[src/rtl/id_ex_stage.sv]
// ID/EX pipeline register with forwarding, ALU operand select and load-use stall generation.
// Build option ID_EX_FORWARD_EN: when defined, forward from EX/MEM and MEM/WB; otherwise stall on RAW hazards.
module id_ex_stage #(
    parameter int DW = 32,
    parameter int RW = 5
) (
    input  logic          clk,
    input  logic          rst_n,
    input  logic          id_valid,
    input  logic [DW-1:0] id_rs_data,
    input  logic [DW-1:0] id_rt_data,
    input  logic [DW-1:0] id_imm,
    input  logic [RW-1:0] id_rs,
    input  logic [RW-1:0] id_rt,
    input  logic [RW-1:0] id_rd,
    input  logic [4:0]    id_shamt,
    input  logic [3:0]    id_alu_control,
    input  logic          id_alu_src,
    input  logic          id_is_shift,
    input  logic          id_reg_dst,
    input  logic          id_reg_write,
    input  logic          id_mem_read,
    input  logic          id_mem_write,
    input  logic          id_mem_to_reg,
    input  logic          flush,
    input  logic          ex_hold,
    input  logic          exmem_reg_write,
    input  logic [RW-1:0] exmem_rd,
    input  logic [DW-1:0] exmem_result,
    input  logic          memwb_reg_write,
    input  logic [RW-1:0] memwb_rd,
    input  logic [DW-1:0] memwb_result,
    output logic [DW-1:0] alu_a,
    output logic [DW-1:0] alu_b,
    output logic [3:0]    alu_control,
    output logic [DW-1:0] ex_store_data,
    output logic [RW-1:0] ex_dest,
    output logic          ex_valid,
    output logic          ex_reg_write,
    output logic          ex_mem_read,
    output logic          ex_mem_write,
    output logic          ex_mem_to_reg,
    output logic          stall
);

    logic [RW-1:0] rs_q, rt_q;
    logic [DW-1:0] rs_data_q, rt_data_q, imm_q;
    logic [4:0]    shamt_q;
    logic          alu_src_q, is_shift_q;
    logic [DW-1:0] fa, fb;
    logic          haz, raw_haz, bubble;

    assign haz = ex_valid & ex_mem_read & (ex_dest != '0)
               & ((ex_dest == id_rs) | (ex_dest == id_rt)) & id_valid;

`ifdef ID_EX_FORWARD_EN
    // EX/MEM is the younger producer, so it is checked first.
    assign fa = (exmem_reg_write && exmem_rd != '0 && exmem_rd == rs_q) ? exmem_result :
                (memwb_reg_write && memwb_rd != '0 && memwb_rd == rs_q) ? memwb_result :
                rs_data_q;
    assign fb = (exmem_reg_write && exmem_rd != '0 && exmem_rd == rt_q) ? exmem_result :
                (memwb_reg_write && memwb_rd != '0 && memwb_rd == rt_q) ? memwb_result :
                rt_data_q;
    assign raw_haz = 1'b0;
`else
    logic unused_fwd;
    assign unused_fwd = ^{exmem_result, memwb_reg_write, memwb_rd, memwb_result, rs_q, rt_q};

    assign fa = rs_data_q;
    assign fb = rt_data_q;
    // Without forwarding, wait until the producer reaches MEM/WB (register file covers that stage).
    assign raw_haz =
        ((id_rs != '0) && ((ex_valid && ex_reg_write && ex_dest == id_rs) ||
                           (exmem_reg_write && exmem_rd == id_rs))) ||
        ((id_rt != '0) && ((ex_valid && ex_reg_write && ex_dest == id_rt) ||
                           (exmem_reg_write && exmem_rd == id_rt)));
`endif

    assign bubble        = haz | raw_haz;
    assign stall         = bubble | ex_hold;
    assign alu_a         = is_shift_q ? fb : fa;
    assign alu_b         = is_shift_q ? {{(DW-5){1'b0}}, shamt_q} : (alu_src_q ? imm_q : fb);
    assign ex_store_data = fb;

    // NOTE: sequential state uses non-blocking assignments only, so every register samples pre-edge values.
    always_ff @(posedge clk) begin
        if (!rst_n || (!ex_hold && (flush || bubble))) begin
            ex_valid      <= 1'b0;
            ex_reg_write  <= 1'b0;
            ex_mem_read   <= 1'b0;
            ex_mem_write  <= 1'b0;
            ex_mem_to_reg <= 1'b0;
            alu_control   <= '0;
            ex_dest       <= '0;
            rs_q          <= '0;
            rt_q          <= '0;
            rs_data_q     <= '0;
            rt_data_q     <= '0;
            imm_q         <= '0;
            shamt_q       <= '0;
            alu_src_q     <= 1'b0;
            is_shift_q    <= 1'b0;
        end else if (!ex_hold) begin
            ex_valid      <= id_valid;
            ex_reg_write  <= id_reg_write & id_valid;
            ex_mem_read   <= id_mem_read & id_valid;
            ex_mem_write  <= id_mem_write & id_valid;
            ex_mem_to_reg <= id_mem_to_reg & id_valid;
            alu_control   <= id_alu_control;
            ex_dest       <= id_reg_dst ? id_rd : id_rt;
            rs_q          <= id_rs;
            rt_q          <= id_rt;
            rs_data_q     <= id_rs_data;
            rt_data_q     <= id_rt_data;
            imm_q         <= id_imm;
            shamt_q       <= id_shamt;
            alu_src_q     <= id_alu_src;
            is_shift_q    <= id_is_shift;
        end
    end

endmodule
[config.mk]
export PLATFORM = sky130hd
export DESIGN_NAME = id_ex_stage
export DESIGN_NICKNAME = d
export VERILOG_FILES = /design/src/rtl/id_ex_stage.sv
export SDC_FILE = /design/constraint.sdc
export NUM_CORES = 1
export LEC_CHECK = 0
export CAP_MARGIN = 30
export CORE_ASPECT_RATIO = 1.25
export CORE_MARGIN = 4
export CORE_UTILIZATION = 42
export DETAILED_ROUTE_END_ITERATION = 8
export GPL_TIMING_DRIVEN = 0
export HOLD_SLACK_MARGIN = 0.08
export PLACE_DENSITY = 0.86
export SLEW_MARGIN = 40
export SYNTH_ARGS = -nofsm -noshare
export SYNTH_HDL_FRONTEND = slang
export SYNTH_SLANG_ARGS = --single-unit
export TNS_END_PERCENT = 30
[constraint.sdc]
create_clock -name clk -period 2.7 [get_ports clk]
set_input_delay 0.54 -clock clk [delete_from_list [all_inputs] [get_ports clk]]
set_output_delay 0.54 -clock clk [all_outputs]
set_load 0.01 [all_outputs]
# Yosys cells after proc, flatten, opt, wreduce, memory -nomap -nowiden
# Index checks and enable logic that the tools add are counted.
[totals] output_inout_bits=111 wordCells=50 ff_bits=117 input_bits=208
[op_classes] mux=4 reduce_logical=18 bitwise=11 eq_ne=4
[op_table] cell="32-bit two-way mux" count=3
[op_table] cell="5-bit == test" count=4
[op_table] cell="5-bit nonzero test" count=3
[op_table] cell="1-bit bitwise AND" count=8
[op_table] cell="1-bit logical AND" count=8
[op_table] cell="1-bit logical OR" count=5
[op_table] cell="5-bit two-way mux" count=1
[op_table] cell="1-bit bitwise OR" count=3
[op_table] cell="1-bit logical NOT" count=2

# Depth between registers and ports, before layout
[logic_depth] word_depth=9 mapped_depth=8 depth_no_buf=5

# Least setup slack after synthesis
# OpenSTA, ideal clock, no wires.
[synth_timing] path_type="input -> output" from="input port id_rs[3]" to="output port stall" path_buffers=2 t_required_ns=2.160 t_arrival_ns=1.638 path_stages=7 slack_ns=0.522 path_cell_list="xor2_1 > nor4_1 > a41oi_1 > nand3_2 > buf_6 > buf_8 > nand3b_4"
[synth_between] elab_chain_len=7 word_cells_on_any_way=13 cone_classes="eq/ne: 2; bitwise: 5; reduce/logical: 6"
[synth_lines] item="from (decl)" line_no="13" rtl="input logic [RW-1:0] id_rs,"
[synth_lines] item="parallel branches: the longest is 5 deep, another holds 5-bit == test"
[synth_lines] item="1-bit bitwise OR (*)" line_no="79" rtl="assign bubble = haz | raw_haz;"
[synth_lines] item="1-bit bitwise OR (*)" line_no="80" rtl="assign stall = bubble | ex_hold;"
[synth_lines] item="to (decl)" line_no="43" rtl="output logic stall"
# Every way passes the cells marked *.

# Worst setup path after layout
[layout_timing] from="input port id_rs[0]" to="output port stall"
# Same word-level chain as after synthesis.

==> metrics.txt <==
status finished, final reports clean; CP Cell Sequence dlygate4sd2_1 > nor3_1 > nand2_1 > a41oi_2 > nand3_4 > buf_8 > buf_8 > nand3b_4 > buf_4; H-Tree Depth 4; first drt pass iteration count 7; fillers 1,090; CTS tree built; RSZ-0062 raised after global routing true; Initial Util 43.20%; Clock Latency Late Sink 0.42 ns; Synth area leader dfxtp_1; CTS Sinks 117; CP startpoint kind primary input; post-detailed-route DRC marker count 0; initial antenna violation count 0; commonest non-fill, non-tap cell in the layout clkdlybuf4s50_1; worst path bufs/invs 4; Power Internal 0.003612 W; top-area cell type share of the netlist area 40.44%; Seq pwr share 38.1%; crit end category output port; core area 13,410 µm²; leakage 3.312 nW; Switching Fraction 26.08%; highest-count cells in the layout ignoring fill and taps clkdlybuf4s50_1, nand2_1, nand4_1; vias in the first global route 6,357; DR vias/cell 5.603; Final setup viols 0; Slowest cell on crit path dlygate4sd2_1; CP most frequent cell buf_8; Syn Inst Count 701; setup TNS 0 ns; gr ovfl total 0; post-synthesis sequential area ratio 40.44%; Slew headroom 60.06%; max_cap viols 0; fin. max-slew vios 0; post-synth cell types 32; routability cong. 0.8839; HPWL after detailed placement 16,680 µm; final WL 22,360 µm; P&R area growth vs syn 57.72%; CTS max path bufs 2; initial drt markers 505; final non-filler cell total 1,154; syn nets 909; total CTS buffers 17; Hold Fails Final Rpt 0; Die ar. 15,740 µm²; Clock Power Share 46.5%; Final Net Count 1,178; critical path arrival 2.12 ns; row cnt 47; Ys Warns 0; clk root buf clkbuf_16; Die X-Extent 113.0 µm; area of the mapped netlist 5792 µm²; Comb power frac 15.5%; clock-pin slew on the worst setup and hold paths 0.05 ns; Peak VDD IR 0.2968 mV; routed len/inst 19.37 µm; crit share post-route 98.45%; Antenna Cells 0; Synth area leaders dfxtp_1, nand4_1, o21ai_0; FF/Latch Area 2346 µm²; first-pass GRT wire length 34,370 µm; CP top delay family buffers and inverters; Data required, critical path 2.16 ns; largest net degree at the start of global routing 17; area taken by multi-input logic gates 3060 µm²; Die H 139.3 µm; Syn Area/Cell 8.262 µm²; Clock Skews 0.01107 ns; vias post-DR 6,466; Tightest Hold Check Type flop to flop; Cell Pwr Density 534.9 nW/µm²; final worst path period need 2.658 ns; Psw 0.001275 W; Worst Path Class, Setup primary input to output port; synthesis-stage register bit count 117; Max stage delay on crit path 0.28 ns; total track usage 27.56%; Routed Antenna Nets 0; Port Buf Inserts 248; I/O pins 319; fin util 68.13%; Worst-Margin Slew 0.5990 ns; Fmax 0.3762 GHz; DP Cell Count 1,120; share of cells above drive strength 1 14.55%; CP Max Fanout 10
==> timing repair <==
| action | in CTS | in global routing |
|---|---|---|
| setup buffers | 4 | 0 |
| setup endpoints to repair | 63 | 2 |
| resized for setup | 40 | 6 |
| hold buffers | 0 | 0 |
| pin swaps | 7 | 5 |
==> Yosys cell counts <==
cell and n:
xnor2_1 4, and3_1 4, buf_4 1, o2111ai_1 1
a41oi_1 1, mux2_2 37, nand4_1 115, o21ai_1 18
xor2_1 16, nor3_1 3, a21oi_1 2, nand3_1 5
mux2i_1 32, nor2_1 33, buf_8 1, o21ai_2 10
clkbuf_1 22, nor2b_1 1, dfxtp_1 117, buf_2 24
buf_6 7, and2_1 1, nor3_2 1, nand3_2 1
o21ai_0 94, nand3b_4 1, nand4b_1 1, clkbuf_2 9
buf_1 11, buf_12 1, nor4_1 2, nand2_1 125
==> stage by stage <==
stage	setup slack, ns	hold slack [ns]	area, µm²	total power, W
final	0.04196	0.4489	9135	0.004886
after floorplan	0.5216	0.4212	5792	0.002183
after global placement	-0.8183	0.4293	8488	0.002632
after CTS	0.03984	0.4480	9133	0.004882
after detailed placement	-0.8077	0.4402	8488	0.002645
after global routing	-0.009575	0.4769	9135	0.005039
==> kinds of logic (layout without fill, tap and decap cells) <==
family | after synthesis | count (layout) | synth area share (%)
muxes | 69 | 69 | 12.72
and+or+nand+nor | 293 | 293 | 25.06
xor gates and xnor gates | 20 | 20 | 3.024
AOI/OAI and AO/OA | 126 | 126 | 11.67
buffers and inverters | 76 | 358 | 7.086
DFF | 117 | 117 | 40.44
==> power groups by stage <==
| stage | Combinational [W] | Clock, W | Sequential (W) |
|---|---|---|---|
| floorplan | 0.000296 | 0 | 0.00189 |
| global placement | 0.000744 | 0 | 0.00189 |
| detailed placement | 0.000753 | 0 | 0.00189 |
| CTS | 0.000757 | 0.00227 | 0.00186 |
| global route | 0.000808 | 0.00236 | 0.00187 |
| finish | 0.000756 | 0.00227 | 0.00186 |
==> routing by layer <==
| layer | global-route usage, % | wire (µm) | vias up |
|---|---|---|---|
| li1 | - | - | 3056 |
| met1 | 32.29 | 8688 | 3062 |
| met2 | 48.41 | 11260 | 294 |
| met3 | 6.166 | 1607 | 54 |
| met4 | 10.95 | 799 | 0 |
| met5 | 0 | 0 | - |
==> final timing paths <==
check	startpoint	end	slack [ns]	depth (start not counted)
setup / recovery	id_rs[0]	stall	0.04	9
hold / removal	ex_mem_to_reg	ex_mem_to_reg	0.45	2
setup reg to reg	ex_dest[0]	fa[13]	0.79	8
hold reg to reg	ex_mem_to_reg	ex_mem_to_reg	0.45	2
==> area by class of cell <==
cell class,count,share of cell area [%]
Buffer,74,4.780
Clock inverter,14,1.657
Multi-Input combinational cell,508,33.50
Clock buffer,18,4.808
Tap cell,171,2.342
Timing Repair Buffer,252,27.23
Sequential cell,117,25.68
==> worst min-delay path: cells and delay by family (launching register included) <==
kind | cells | cell delay (ns)
DFF | 1 | 0.31
and+or+nand+nor | 1 | 0.05
AOI/OAI and AO/OA | 1 | 0.05
No activity file was read; power rests on OpenSTA's default activity.
